[src/rtl/fft_pkg.sv]
// fft_pkg: shared sizes, buffer state encoding and bit-reverse helper
package fft_pkg;
  localparam int WORDSIZE   = 16;
  localparam int NUMSAMPLES = 32;
  localparam int LOG2N      = 5;
  typedef enum logic [1:0] {IDLE = 2'b00, COLLECT = 2'b01, FULL = 2'b10} state_t;
  function automatic logic [LOG2N-1:0] bitrev(input logic [LOG2N-1:0] idx);
    for (int i = 0; i < LOG2N; i++) bitrev[i] = idx[LOG2N-1-i];
  endfunction
endpackage

[src/rtl/bitrev_ram.sv]
// bitrev_ram: 4-write-port sample RAM split into even/odd banks with registered pair read
module bitrev_ram
  import fft_pkg::*;
(
  input  logic                          clk,
  input  logic                          rst,
  input  logic                          we,
  input  logic [3:0][LOG2N-1:0]         wa,
  input  logic [3:0][WORDSIZE-1:0]      wd,
  input  logic                          re,
  input  logic [LOG2N-2:0]              ra,
  output logic [WORDSIZE-1:0]           rd0,
  output logic [WORDSIZE-1:0]           rd1
);
  logic [WORDSIZE-1:0] even_mem [NUMSAMPLES/2];
  logic [WORDSIZE-1:0] odd_mem  [NUMSAMPLES/2];
  always_ff @(posedge clk) begin
    if (we)
      for (int k = 0; k < 4; k++)
        if (wa[k][0]) odd_mem[wa[k][LOG2N-1:1]] <= wd[k];
        else even_mem[wa[k][LOG2N-1:1]] <= wd[k];
  end
  always_ff @(posedge clk) begin
    if (rst) begin
      rd0 <= '0;
      rd1 <= '0;
    end else if (re) begin
      rd0 <= even_mem[ra];
      rd1 <= odd_mem[ra];
    end
  end
endmodule

[src/rtl/bitrev_buffer.sv]
// bitrev_buffer: collects a frame 4 words per cycle in bit-reversed order, then serves even/odd pairs
module bitrev_buffer
  import fft_pkg::*;
(
  input  logic                 clk,
  input  logic                 rst,
  input  logic                 in_valid,
  input  logic [WORDSIZE-1:0]  in_data0,
  input  logic [WORDSIZE-1:0]  in_data1,
  input  logic [WORDSIZE-1:0]  in_data2,
  input  logic [WORDSIZE-1:0]  in_data3,
  input  logic                 in_last,
  output logic                 in_ready,
  input  logic                 rd_en,
  input  logic [LOG2N-2:0]     rd_addr,
  output logic [WORDSIZE-1:0]  rd_data0,
  output logic [WORDSIZE-1:0]  rd_data1,
  output logic                 rd_valid,
  output logic                 frame_ready,
  input  logic                 frame_release,
  output logic                 error
);
  state_t             state, state_n;
  logic [LOG2N:0]     wr_cnt, cnt_n;
  logic               err_n;
  logic [3:0][LOG2N-1:0] wa;
  logic               rd_go;
  assign in_ready    = state != FULL;
  assign frame_ready = state == FULL;
  assign rd_go       = rd_en && state == FULL;
  for (genvar k = 0; k < 4; k++) begin : g_wa
    assign wa[k] = bitrev(wr_cnt[LOG2N-1:0] + LOG2N'(k));
  end
  always_comb begin
    state_n = state;
    cnt_n   = wr_cnt;
    err_n   = error;
    case (state)
      IDLE: if (in_valid) begin
        state_n = COLLECT;
        cnt_n   = (LOG2N+1)'(4);
      end
      COLLECT: if (in_valid) begin
        cnt_n = wr_cnt + (LOG2N+1)'(4);
        if (cnt_n == (LOG2N+1)'(NUMSAMPLES)) state_n = FULL;
      end else if (in_last) begin
        err_n   = 1'b1;
        state_n = FULL;
      end
      FULL: begin
        // writes are dropped while full, even in the release cycle
        if (in_valid) err_n = 1'b1;
        if (frame_release) begin
          state_n = IDLE;
          cnt_n   = '0;
        end
      end
      default: state_n = IDLE;
    endcase
  end
  always_ff @(posedge clk) begin
    if (rst) begin
      state    <= IDLE;
      wr_cnt   <= '0;
      error    <= 1'b0;
      rd_valid <= 1'b0;
    end else begin
      state    <= state_n;
      wr_cnt   <= cnt_n;
      error    <= err_n;
      rd_valid <= rd_go;
    end
  end
  bitrev_ram u_ram (
    .clk (clk),
    .rst (rst),
    .we  (in_valid && state != FULL && !rst),
    .wa  (wa),
    .wd  ({in_data3, in_data2, in_data1, in_data0}),
    .re  (rd_go),
    .ra  (rd_addr),
    .rd0 (rd_data0),
    .rd1 (rd_data1)
  );
endmodule

[config.mk]
export PLATFORM = sky130hd
export DESIGN_NAME = bitrev_buffer
export DESIGN_NICKNAME = d
export VERILOG_FILES = /design/src/rtl/fft_pkg.sv /design/src/rtl/bitrev_ram.sv /design/src/rtl/bitrev_buffer.sv
export SDC_FILE = /design/constraint.sdc
export NUM_CORES = 1
export LEC_CHECK = 0
export ABC_AREA = 1
export BUFFER_PORTS_ARGS = -buffer_cell sky130_fd_sc_hd__buf_4
export CAP_MARGIN = 15
export CORE_MARGIN = 2
export CORE_UTILIZATION = 45
export DETAILED_ROUTE_END_ITERATION = 10
export HOLD_SLACK_MARGIN = 0.1
export PLACE_DENSITY = 0.6
export SLEW_MARGIN = 20
export SYNTH_ARGS = -nofsm -noshare
export SYNTH_HDL_FRONTEND = slang
export SYNTH_SLANG_ARGS = --single-unit
[constraint.sdc]
create_clock -name clk -period 9.5 [get_ports clk]
set_clock_uncertainty 0.05 [all_clocks]
set_input_delay 1.9 -clock clk [delete_from_list [all_inputs] [get_ports clk]]
set_output_delay 1.9 -clock clk [all_outputs]
set_load 0.005 [all_outputs]
* Word level (Yosys, flattened, before mapping)
Memory sizes are Yosys's and may differ from the RTL's. A register that Yosys moved wholly into a read port is not among the register bits.
Index checks and enable logic that the tools add are counted.
** Word-level totals
- Word-level logic and storage cells :: 70
- Bits in writable memories :: 512
- Memories kept :: 2
- Bits of input ports :: 74
- Bits in registers :: 10
** Memory list
- u_ram.even_mem :: depth 16, bits a word 16, read ports 1, clocked after memory_dff 1, write ports 4, line bitrev_ram.sv:15 : logic [WORDSIZE-1:0] even_mem [NUMSAMPLES/2];
- u_ram.odd_mem :: depth 16, bits a word 16, read ports 1, clocked after memory_dff 1, write ports 4, line bitrev_ram.sv:16 : logic [WORDSIZE-1:0] odd_mem [NUMSAMPLES/2];
** Cells by class
- Reductions and logical operators :: 10
- Equal/unequal tests :: 12
- Muxes and demuxes :: 38
- Add/subtract/negate cells :: 4
** Operators with widths (count)
- 2-to-1 mux 1 bit :: 27
- 2-to-1 mux 6 bit :: 3
- one-hot mux 6 bit (3 select lines) :: 1
- != test 2 bit, second input constant :: 6
- AND reduction 4 bit :: 3
- adder 5 x 2 -> 5 bit, second input constant :: 2
- 2-to-1 mux 2 bit :: 5
- adder 6 x 3 -> 6 bit, second input constant :: 1
- equality test 6 bit, second input constant :: 1
- != test 3 bit, second input constant :: 2
- one-hot mux 2 bit (3 select lines) :: 1
- adder 5 x 1 -> 5 bit, second input constant :: 1
- logical AND 1 bit :: 3
- nonzero test 3 bit :: 1
- equality test 2 x 1 -> 1 bit, second input constant :: 1
- equality test 2 bit, second input constant :: 1
- zero test 2 bit :: 1
- != test 2 x 1 -> 1 bit, second input constant :: 1
- one-hot mux 1 bit (2 select lines) :: 1
- nonzero test 2 bit :: 1
- zero test 1 bit :: 1

* Longest topological paths before layout
Gate-level depths: netlist of run 1.
- Depth after elaboration :: 5
- Gate-level depth with buffers :: 12
- Gate-level depth less buffers :: 9

* Modules after synthesis
Synthesis of run 1 repeated with hierarchy kept, for this count alone.
** Unflattened totals
- Cell total of the unflattened synthesis :: 5417
- Area total of the unflattened synthesis :: 38570.7 um^2
** By module, submodules not included
- bitrev_ram :: instances 1, area an instance 38047.7 um^2, cells an instance 5344
- bitrev_buffer :: instances 1, area an instance 523.0 um^2, cells an instance 73

* Least setup slack after synthesis of run 1
No wires, ideal clock.
- Path type :: input to register
- Start :: input port in_valid
- End :: memory u_ram.odd_mem[12][15] (data pin)
- Cell stages on the path :: 8
- Path slack :: 4.472 ns
- Path buffers :: 1
- Arrival time :: 4.715 ns
- Required time :: 9.187 ns
- Path through :: inv_1 -> nor3_4 -> nand2_2 -> nor2_2 -> inv_2 -> buf_6 -> nand2_1 -> o21ai_0
** RTL lines
- start, declared :: line bitrev_buffer.sv:7 : input logic in_valid,
- end, declared :: line bitrev_ram.sv:16

==> results of run 1 <==
[cell usage after synthesis]
cell type / number / area (sq um)
sky130_fd_sc_hd__inv_1: 99 / 372
sky130_fd_sc_hd__xnor2_1: 1 / 8.76
sky130_fd_sc_hd__a21oi_1: 6 / 30.0
sky130_fd_sc_hd__clkbuf_2: 24 / 120
sky130_fd_sc_hd__buf_2: 71 / 355
sky130_fd_sc_hd__edfxtp_1: 512 / 15400
sky130_fd_sc_hd__a31oi_1: 1 / 6.26
sky130_fd_sc_hd__o22ai_1: 1 / 6.26
sky130_fd_sc_hd__nand4_1: 2 / 12.5
sky130_fd_sc_hd__a211oi_1: 1 / 7.51
sky130_fd_sc_hd__nor3_4: 1 / 16.3
sky130_fd_sc_hd__ha_1: 9 / 113
sky130_fd_sc_hd__nand2_2: 2 / 12.5
sky130_fd_sc_hd__clkbuf_1: 33 / 124
sky130_fd_sc_hd__o21bai_1: 1 / 7.51
sky130_fd_sc_hd__o21ai_0: 353 / 1770
sky130_fd_sc_hd__buf_1: 39 / 146
sky130_fd_sc_hd__nand3_1: 418 / 2090
sky130_fd_sc_hd__o21ai_1: 33 / 165
sky130_fd_sc_hd__nor2_1: 76 / 285
sky130_fd_sc_hd__buf_6: 10 / 113
sky130_fd_sc_hd__inv_2: 11 / 41.3
sky130_fd_sc_hd__dfxtp_1: 40 / 801
sky130_fd_sc_hd__buf_4: 4 / 30.0
sky130_fd_sc_hd__nor2_2: 8 / 50.1
sky130_fd_sc_hd__nand3b_1: 1 / 7.51
sky130_fd_sc_hd__nand2_1: 811 / 3040
[cells in the final DEF (no fill, tap or decap), drive strengths merged]
cell    synthesis  routed
xnor2           1       1
nor2           84      84
clkinv          0      23
a31oi           1       1
buf           124     133
nand4           2       2
o22ai           1       1
bufinv          0       2
nand2         813     813
nand3         418     418
ha              9       9
o21ai         386     386
edfxtp        512     512
a21oi           6       6
nor3            1       1
dfxtp          40      40
nand3b          1       1
a211oi          1       1
clkbuf         57      81
inv           110     108
o21bai          1       1
[layout make-up]
| cell class | instances | area share (%) |
|---|---|---|
| Inverter | 110 | 1.53 |
| Timing Repair Buffer | 133 | 3.60 |
| Tap cell | 748 | 3.35 |
| Sequential cell | 552 | 57.8 |
| Multi-Input combinational cell | 1725 | 27.4 |
| Clock buffer | 81 | 5.68 |
| Clock inverter | 23 | 0.568 |
[logic make-up (layout without fill, tap and decap cells)]
kind of cell    Yosys count  after routing  share of synthesized area (%)
xor+xnor                  1              1                         0.0349
buf+inv                 291            347                           5.18
flops                   552            552                           64.4
compound gates          396            396                           7.92
fa+ha+maj                 9              9                          0.449
simple gates           1319           1319                           22.0
[per-layer routing]
metal  share of wire (%)  vias up  global-route usage, %  routed length [microns]
met5               0.033        -                      0                       23
met4                 1.7        4                   5.72                     1210
met3                 7.5       91                   3.64                     5190
li1                    -     8880                      -                        -
met1                  45     9155                   35.1                    31400
met2                  46      642                   38.4                    31900
[through the flow]
step                worst slack [ns]  utilization [%]
floorplan                       4.47                -
CTS                             5.38             50.7
finish                          5.01             50.8
global route                    4.77             50.8
detailed placement              4.73             47.6
global placement                4.83             47.6
[power by group through the flow]
| stage | logic [W] | clock network (W) | registers, W |
|---|---|---|---|
| 6_report | 0.000679 | 0.00214 | 0.00285 |
| 5_1_grt | 0.000764 | 0.00225 | 0.00286 |
| 4_1_cts | 0.000680 | 0.00217 | 0.00285 |
| 3_5_place_dp | 0.000676 | 0 | 0.00290 |
| 3_3_place_gp | 0.000666 | 0 | 0.00290 |
| 2_1_floorplan | 0.000427 | 0 | 0.00289 |
[sequential cells by signal, summed over array words and instances, names as in the netlist]
| signal | cells |
|---|---|
| u_ram.even_mem | 256 |
| u_ram.odd_mem | 256 |
| u_ram.rd0 | 16 |
| u_ram.rd1 | 16 |
| wr_cnt | 4 |
| state | 2 |
| error | 1 |
| rd_valid | 1 |
[path summary, 6_finish.rpt]
check,startpoint,to,cells after the start
max,rst,u_ram.even_mem[11][10],8
min reg2reg,error,error,2
min,error,error,2
max reg2reg,state[0],u_ram.even_mem[11][10],9
[worst reg2reg max path, delay by kind of cell, from the launching register on]
family,cells,cell delay (ns)
and+or+nand+nor,4,0.92
AOI/OAI and AO/OA,1,0.15
DFF,1,0.39
adders and majority gates,1,0.28
buffers and inverters,3,1.52
==> impl_metrics.yaml, run 1 <==
worst_setup_path:
  timing_worst_setup_path_type: "in -> reg"
  regToRegSetupSlack_ns: 5.90
  cp_top_family: "buffers and inverters"
  critPathArrivalTime_ns: 4.76
  crit_path_max_incr_delay_ns: 0.88
  end_kind: "flip-flop"
  startpoint_type: "input port"
  cp_cell_sequence: "buf_4 -> nor3_4 -> nand2_2 -> nor2_4 -> buf_4 -> clkinv_2 -> nand2_1 -> o21ai_0"
  critical-path-slowest-cell: "sky130_fd_sc_hd__clkinv_2"
  cell_repeated_most_along_the_worst_path: "sky130_fd_sc_hd__buf_4"
  cp_data_required_time_ns: 9.76
  worstPathBufferInverterCount: 3
  crit_path_max_fanout: 64
power:
  cellInternalPower_w: 0.00422
  power-per-cell-area_nw_per_um2: 203
  irDropWorstVdd_mv: 0.134
  power.share.clock_pct: 37.8
  pwr-share-seq_pct: 50.3
  combinational_power_share_pct: 12.0
  total_switching_power_w: 0.00145
  power.leakage_nw: 10.7
  power_switching_share_pct: 25.6
  totalPowerFinal_w: 0.00567
sta:
  setup_viol: 0
  tns_ns: 0
  slew_headroom_pct: 26.0
  grt_setup_unrepaired: "false"
  final_max_slew_viol_count: 0
  min_period_over_period_pct: 47.3
  timing_hold_violations_final: 0
  worstMarginPinSlew_ns: 1.11
  highest_attainable_clock_frequency_mhz: 223
  min_period_ns: 4.49
  hold_slack_final_ns: 0.406
outcome:
  run_status: "completed"
hold_path:
  min-delay-path-class: "reg -> reg"
cells_and_area:
  antenna_diodes: 0
  drive_above_1_share_pct: 8.77
  fillerInstances: 5078
  final_cell_area_sq_um: 28000
  area.sequential_sq_um: 16200
  layoutNonFillerInstCount: 3372
  design.final.nets: 2662
  total_area_of_multi_input_combinational_cells_sq_um: 7670
  syn2layout_area_growth_pct: 11.4
floorplanning:
  design.die.area_sq_um: 57700
  die_width_microns: 240
  core-area_sq_um: 55100
  io_pins: 110
  floorplan.initialDensity_pct: 45.6
  row_count: 86
  fp.dieH_microns: 240
detailed_routing:
  route.antenna.remaining_nets: 0
  firstDrtPassIters: 5
  drc_violation_total_after_the_first_tritonroute_iteration: 1927
  route.detailed.drc: 0
  drt_wl_total_microns: 69700
  route.detailed.wl_per_inst_microns: 20.7
  routed_via_density: 5.57
  route.vias.total: 18800
clocking:
  number_of_buffers_created_by_cts: 57
  total_clock_sinks: 552
  post_cts_hold_buffer_count: 0
  clk_root_buffer_cell: "sky130_fd_sc_hd__clkbuf_16"
  cts_setup_buffers: 0
  cts_tree: "yes"
  cts_resized: 0
  worst_skew_pair.late_latency_ns: 0.61
  ctsLongestPathBuffers: 3
  worst_setup_hold_path_clk_slew_ns: 0.06
  cts_max_level: 2
yosys:
  synthesized_instance_count: 2568
  number_of_nets_produced_by_synthesis: 2651
  synth.cell_area_sq_um: 25100
  synth-seq-cells: 552
  yosys_warnings: 0
  syn_avg_cell_area_sq_um: 9.78
  synth_sequential_area_ratio_pct: 64.4
  yosys.cell_types.count: 27
global_routing:
  wire_length_of_the_first_global_routing_pass_microns: 105000
  grt_overflow: 0
  gr-usage-all-layers_pct: 24.2
  grt_max_degree: 106
  number_of_antenna_violations_at_the_first_check_in_global_routing: 3
  number_of_global_route_vias_before_repair: 17700
placed_design:
  gp_routability_congestion: 0.780
  placedCellCount: 3268
  number_of_buffers_added_on_ports: 109
  detailed_place.area_sq_um: 26200
  hpwl_microns: 38800
job:
  max_cap_violations: 0
Note: power is estimated with default switching activity, not from simulation.
==> inputs of run 2 (changes only) <==
Clock period 9.5 ns to 4.5 ns, I/O delays scaled along.
==> impl_metrics.yaml, run 2 (same netlist as run 1, synthesis figures left out) <==
outcome:
  run_status: "completed"
sta:
  slew_headroom_pct: 25.9
  timing_hold_violations_final: 0
  final_max_slew_viol_count: 0
  setup_viol: 0
  worstMarginPinSlew_ns: 1.11
  min_period_ns: 3.00
  min_period_over_period_pct: 66.8
  tns_ns: 0
  highest_attainable_clock_frequency_mhz: 333
  grt_setup_unrepaired: "false"
worst_setup_path:
  end_kind: "flip-flop"
  critPathArrivalTime_ns: 3.26
  timing_worst_setup_path_type: "reg -> reg"
  startpoint_type: "flip-flop"
  cp_top_family: "simple AND/OR/NAND/NOR gates"
  cp_data_required_time_ns: 4.75
  critical-path-slowest-cell: "sky130_fd_sc_hd__clkinv_2"
  crit_path_max_incr_delay_ns: 0.75
  crit_path_max_fanout: 64
  worstPathBufferInverterCount: 2
  cp_cell_sequence: "inv_1 -> ha_1 -> nor3_4 -> nand2_2 -> nor2_4 -> clkinv_2 -> nand2_1 -> o21ai_0"
global_routing:
  number_of_global_route_vias_before_repair: 17900
  number_of_antenna_violations_at_the_first_check_in_global_routing: 6
  grt_overflow: 0
  grt_max_degree: 158
  gr-usage-all-layers_pct: 23.9
  wire_length_of_the_first_global_routing_pass_microns: 104000
clocking:
  cts_resized: 0
  post_cts_hold_buffer_count: 0
  ctsLongestPathBuffers: 3
  total_clock_sinks: 552
  worst_skew_pair.late_latency_ns: 0.61
  cts_max_level: 2
  number_of_buffers_created_by_cts: 56
  cts_setup_buffers: 0
  worst_setup_hold_path_clk_slew_ns: 0.06
  clk_root_buffer_cell: "sky130_fd_sc_hd__clkbuf_16"
  cts_tree: "yes"
detailed_routing:
  drc_violation_total_after_the_first_tritonroute_iteration: 1742
  route.antenna.remaining_nets: 0
  route.detailed.wl_per_inst_microns: 20.3
  route.detailed.drc: 0
  drt_wl_total_microns: 68400
  route.vias.total: 18600
  firstDrtPassIters: 6
  routed_via_density: 5.53
placed_design:
  hpwl_microns: 38300
  placedCellCount: 3268
  number_of_buffers_added_on_ports: 109
  gp_routability_congestion: 0.810
cells_and_area:
  design.final.nets: 2661
  syn2layout_area_growth_pct: 11.8
  layoutNonFillerInstCount: 3374
  layout.cells.most_common: "sky130_fd_sc_hd__nand2_1"
  drive_above_1_share_pct: 9.03
  most-common-layout-cells: "811 x sky130_fd_sc_hd__nand2_1, 512 x sky130_fd_sc_hd__edfxtp_1, 418 x sky130_fd_sc_hd__nand3_1"
job:
  max_cap_violations: 0
floorplanning:
  row_count: 86
  die_width_microns: 240
  io_pins: 110
  design.die.area_sq_um: 57700
  core-area_sq_um: 55100
  fp.dieH_microns: 240
  floorplan.initialDensity_pct: 45.6
power:
  irDropWorstVdd_mv: 0.279
  power-per-cell-area_nw_per_um2: 428
  power.leakage_nw: 10.7
hold_path:
  min-delay-path-class: "reg -> reg"
-- run 2: worst paths after layout --
| path | start | end | slack [ns] | cells past startpoint |
|---|---|---|---|---|
| min | error | error | 0.40 | 2 |
| max | state[0] | u_ram.odd_mem[7][10] | 1.50 | 8 |
| max reg2reg | state[0] | u_ram.odd_mem[7][10] | 1.50 | 8 |
| min reg2reg | error | error | 0.40 | 2 |
-- run 2: area by class of cell --
cell class                      count  area (sq um)
Tap cell                          748           936
Multi-Input combinational cell   1725          7670
Fill cell                        5088         27000
Timing Repair Buffer              133          1080
Clock buffer                       67          1460
Clock inverter                     37           308
Sequential cell                   552         16200
Antenna cell                        2          5.00
Inverter                          110           428
-- run 2: metal layers --
metal / up-vias / GRT usage (%) / wire, microns
li1: 8896 / - / -
met1: 9010 / 33.7 / 30500
met2: 632 / 38.2 / 31000
met3: 103 / 4.54 / 5520
met4: 6 / 5.89 / 1390
met5: - / 0 / 35
-- run 2: through the flow --
step           utilization, %  power (W)  setup WS [ns]  area (sq um)  hold slack (ns)
6_report                 50.9     0.0120           1.50         28100            0.405
5_1_grt                  50.9     0.0125           1.24         28100            0.423
3_5_place_dp             47.7    0.00757           1.22         26300            0.401
3_3_place_gp             47.7    0.00753           1.28         26300            0.395
2_1_floorplan               -    0.00699          0.472         25100            0.397
4_1_cts                  50.9     0.0121           1.63         28100            0.411
-- run 2: worst register-to-register path, cell delays in order, from the launching register on --
cell,delay [ns]
sky130_fd_sc_hd__dfxtp_1,0.39
sky130_fd_sc_hd__inv_1,0.10
sky130_fd_sc_hd__ha_1,0.30
sky130_fd_sc_hd__nor3_4,0.25
sky130_fd_sc_hd__nand2_2,0.18
sky130_fd_sc_hd__nor2_4,0.14
sky130_fd_sc_hd__clkinv_2,0.75
sky130_fd_sc_hd__nand2_1,0.38
sky130_fd_sc_hd__o21ai_0,0.15
-- run 2: power breakdown --
group          internal, W  switching [W]  leakage, nW
sequential         0.00591      0.0000859         4.95
combinational     0.000454        0.00101         4.90
clock              0.00260        0.00196        0.865
==> inputs of run 3 (changes only) <==
Clock period 4.5 ns to 2.8 ns, I/O delays scaled along.
==> impl_metrics.yaml, run 3 (same netlist as run 1, synthesis figures left out) <==
placed_design:
  dp_worst_setup_slack_ns: 0.486
  detailed_place.area_sq_um: 26600
  hpwl_microns: 40100
  gp_routability_congestion: 0.778
  number_of_buffers_added_on_ports: 109
floorplanning:
  io_pins: 110
  fp.dieH_microns: 240
  row_count: 86
  die_width_microns: 240
  design.die.area_sq_um: 57700
  core-area_sq_um: 55100
  floorplan.initialDensity_pct: 45.6
power:
  combinational_power_share_pct: 12.4
  power.share.clock_pct: 38.2
  power_switching_share_pct: 25.3
  power-per-cell-area_nw_per_um2: 688
  irDropWorstVdd_mv: 0.534
  pwr-share-seq_pct: 49.3
  total_switching_power_w: 0.00495
  cellInternalPower_w: 0.0146
  power.leakage_nw: 10.9
cells_and_area:
  total_area_of_multi_input_combinational_cells_sq_um: 7700
  final_cell_area_sq_um: 28400
  fillerInstances: 5099
  syn2layout_area_growth_pct: 13.2
  drive_above_1_share_pct: 9.66
  layout.cells.most_common: "sky130_fd_sc_hd__nand2_1"
  design.final.nets: 2678
  most-common-layout-cells: "810 x sky130_fd_sc_hd__nand2_1, 512 x sky130_fd_sc_hd__edfxtp_1, 418 x sky130_fd_sc_hd__nand3_1"
  area.sequential_sq_um: 16200
sta:
  timing_hold_violations_final: 0
  min_period_ns: 2.19
  highest_attainable_clock_frequency_mhz: 456
  setup_ws_ns: 0.607
  grt_setup_unrepaired: "false"
  setup_viol: 0
  slew_headroom_pct: 52.1
  min_period_over_period_pct: 78.3
  worstMarginPinSlew_ns: 0.718
  final_max_slew_viol_count: 0
clocking:
  clk_root_buffer_cell: "sky130_fd_sc_hd__clkbuf_16"
  cts_max_level: 2
  ctsLongestPathBuffers: 3
  post_cts_hold_buffer_count: 0
  cts_setup_buffers: 0
  cts_resized: 0
  total_clock_sinks: 552
  worst_skew_pair.late_latency_ns: 0.61
  cts_tree: "yes"
  worst_setup_hold_path_clk_slew_ns: 0.06
  number_of_buffers_created_by_cts: 57
detailed_routing:
  firstDrtPassIters: 6
  drt_wl_total_microns: 69700
  route.antenna.remaining_nets: 0
  route.detailed.drc: 0
  route.vias.total: 18800
  route.detailed.wl_per_inst_microns: 20.6
  drc_violation_total_after_the_first_tritonroute_iteration: 1704
  routed_via_density: 5.55
global_routing:
  gr-usage-all-layers_pct: 24.3
  number_of_antenna_violations_at_the_first_check_in_global_routing: 6
  number_of_global_route_vias_before_repair: 17700
  wire_length_of_the_first_global_routing_pass_microns: 106000
  grt_overflow: 0
  grt_max_degree: 118
outcome:
  run_status: "completed"
worst_setup_path:
  crit_path_max_fanout: 37
  critPathArrivalTime_ns: 2.38
  startpoint_type: "flip-flop"
  end_kind: "flip-flop"
  cp_data_required_time_ns: 2.99
  timing_worst_setup_path_type: "reg -> reg"
job:
  max_cap_violations: 0
hold_path:
  min-delay-path-class: "in -> reg"
## run 3: metrics by stage
stage	hold slack (ns)	std cells	power [W]	util, %	TNS (ns)
2_1_floorplan	0.397	2568	0.0113	-	-0.486
3_3_place_gp	0.401	3284	0.0122	48.3	0
3_5_place_dp	0.401	3284	0.0123	48.3	0
4_1_cts	0.147	3388	0.0197	51.6	0
5_1_grt	0.174	3388	0.0203	51.6	0
6_report	0.170	3389	0.0196	51.6	0
## run 3: layer usage
metal / part of all wire (%) / GRT usage, % / routed length, microns / vias to the layer above
met3: 8.9 / 5.58 / 6190 / 107
li1: - / - / - / 8916
met4: 2.0 / 5.42 / 1410 / 8
met2: 45 / 38.0 / 31400 / 721
met5: 0.060 / 0 / 42 / -
met1: 44 / 34.7 / 30700 / 9069
## run 3: power by group through the flow
stage | clock network, W | logic, W | registers, W
after floorplan | 0 | 0.00149 | 0.00979
after detailed placement | 0 | 0.00243 | 0.00983
final | 0.00747 | 0.00243 | 0.00965
after CTS | 0.00756 | 0.00244 | 0.00965
after global routing | 0.00788 | 0.00273 | 0.00969
after global placement | 0 | 0.00238 | 0.00981
## run 3: worst paths after layout
path,from,to,slack (ns),cells after the start
worst max-delay path,state[0],u_ram.odd_mem[13][1],0.61,6
worst min-delay path,rd_en,rd_valid,0.17,3
worst max register to register,state[0],u_ram.odd_mem[13][1],0.61,6
worst min register to register,error,error,0.40,2
## run 3: layout make-up
type,instances,share of cell area [%]
Sequential cell,552,56.9
Multi-Input combinational cell,1725,27.1
Clock buffer,85,5.70
Timing Repair Buffer,149,4.83
Tap cell,748,3.29
Inverter,110,1.55
Clock inverter,19,0.660
Antenna cell,1,0.00880
## run 3: worst max-delay path, stage by stage, from the launching register on
cell	delay, ns
sky130_fd_sc_hd__dfxtp_2	0.36
sky130_fd_sc_hd__inv_2	0.07
sky130_fd_sc_hd__ha_4	0.19
sky130_fd_sc_hd__nor3_4	0.28
sky130_fd_sc_hd__nand2_4	0.14
sky130_fd_sc_hd__nor2_4	0.21
sky130_fd_sc_hd__buf_4	0.49
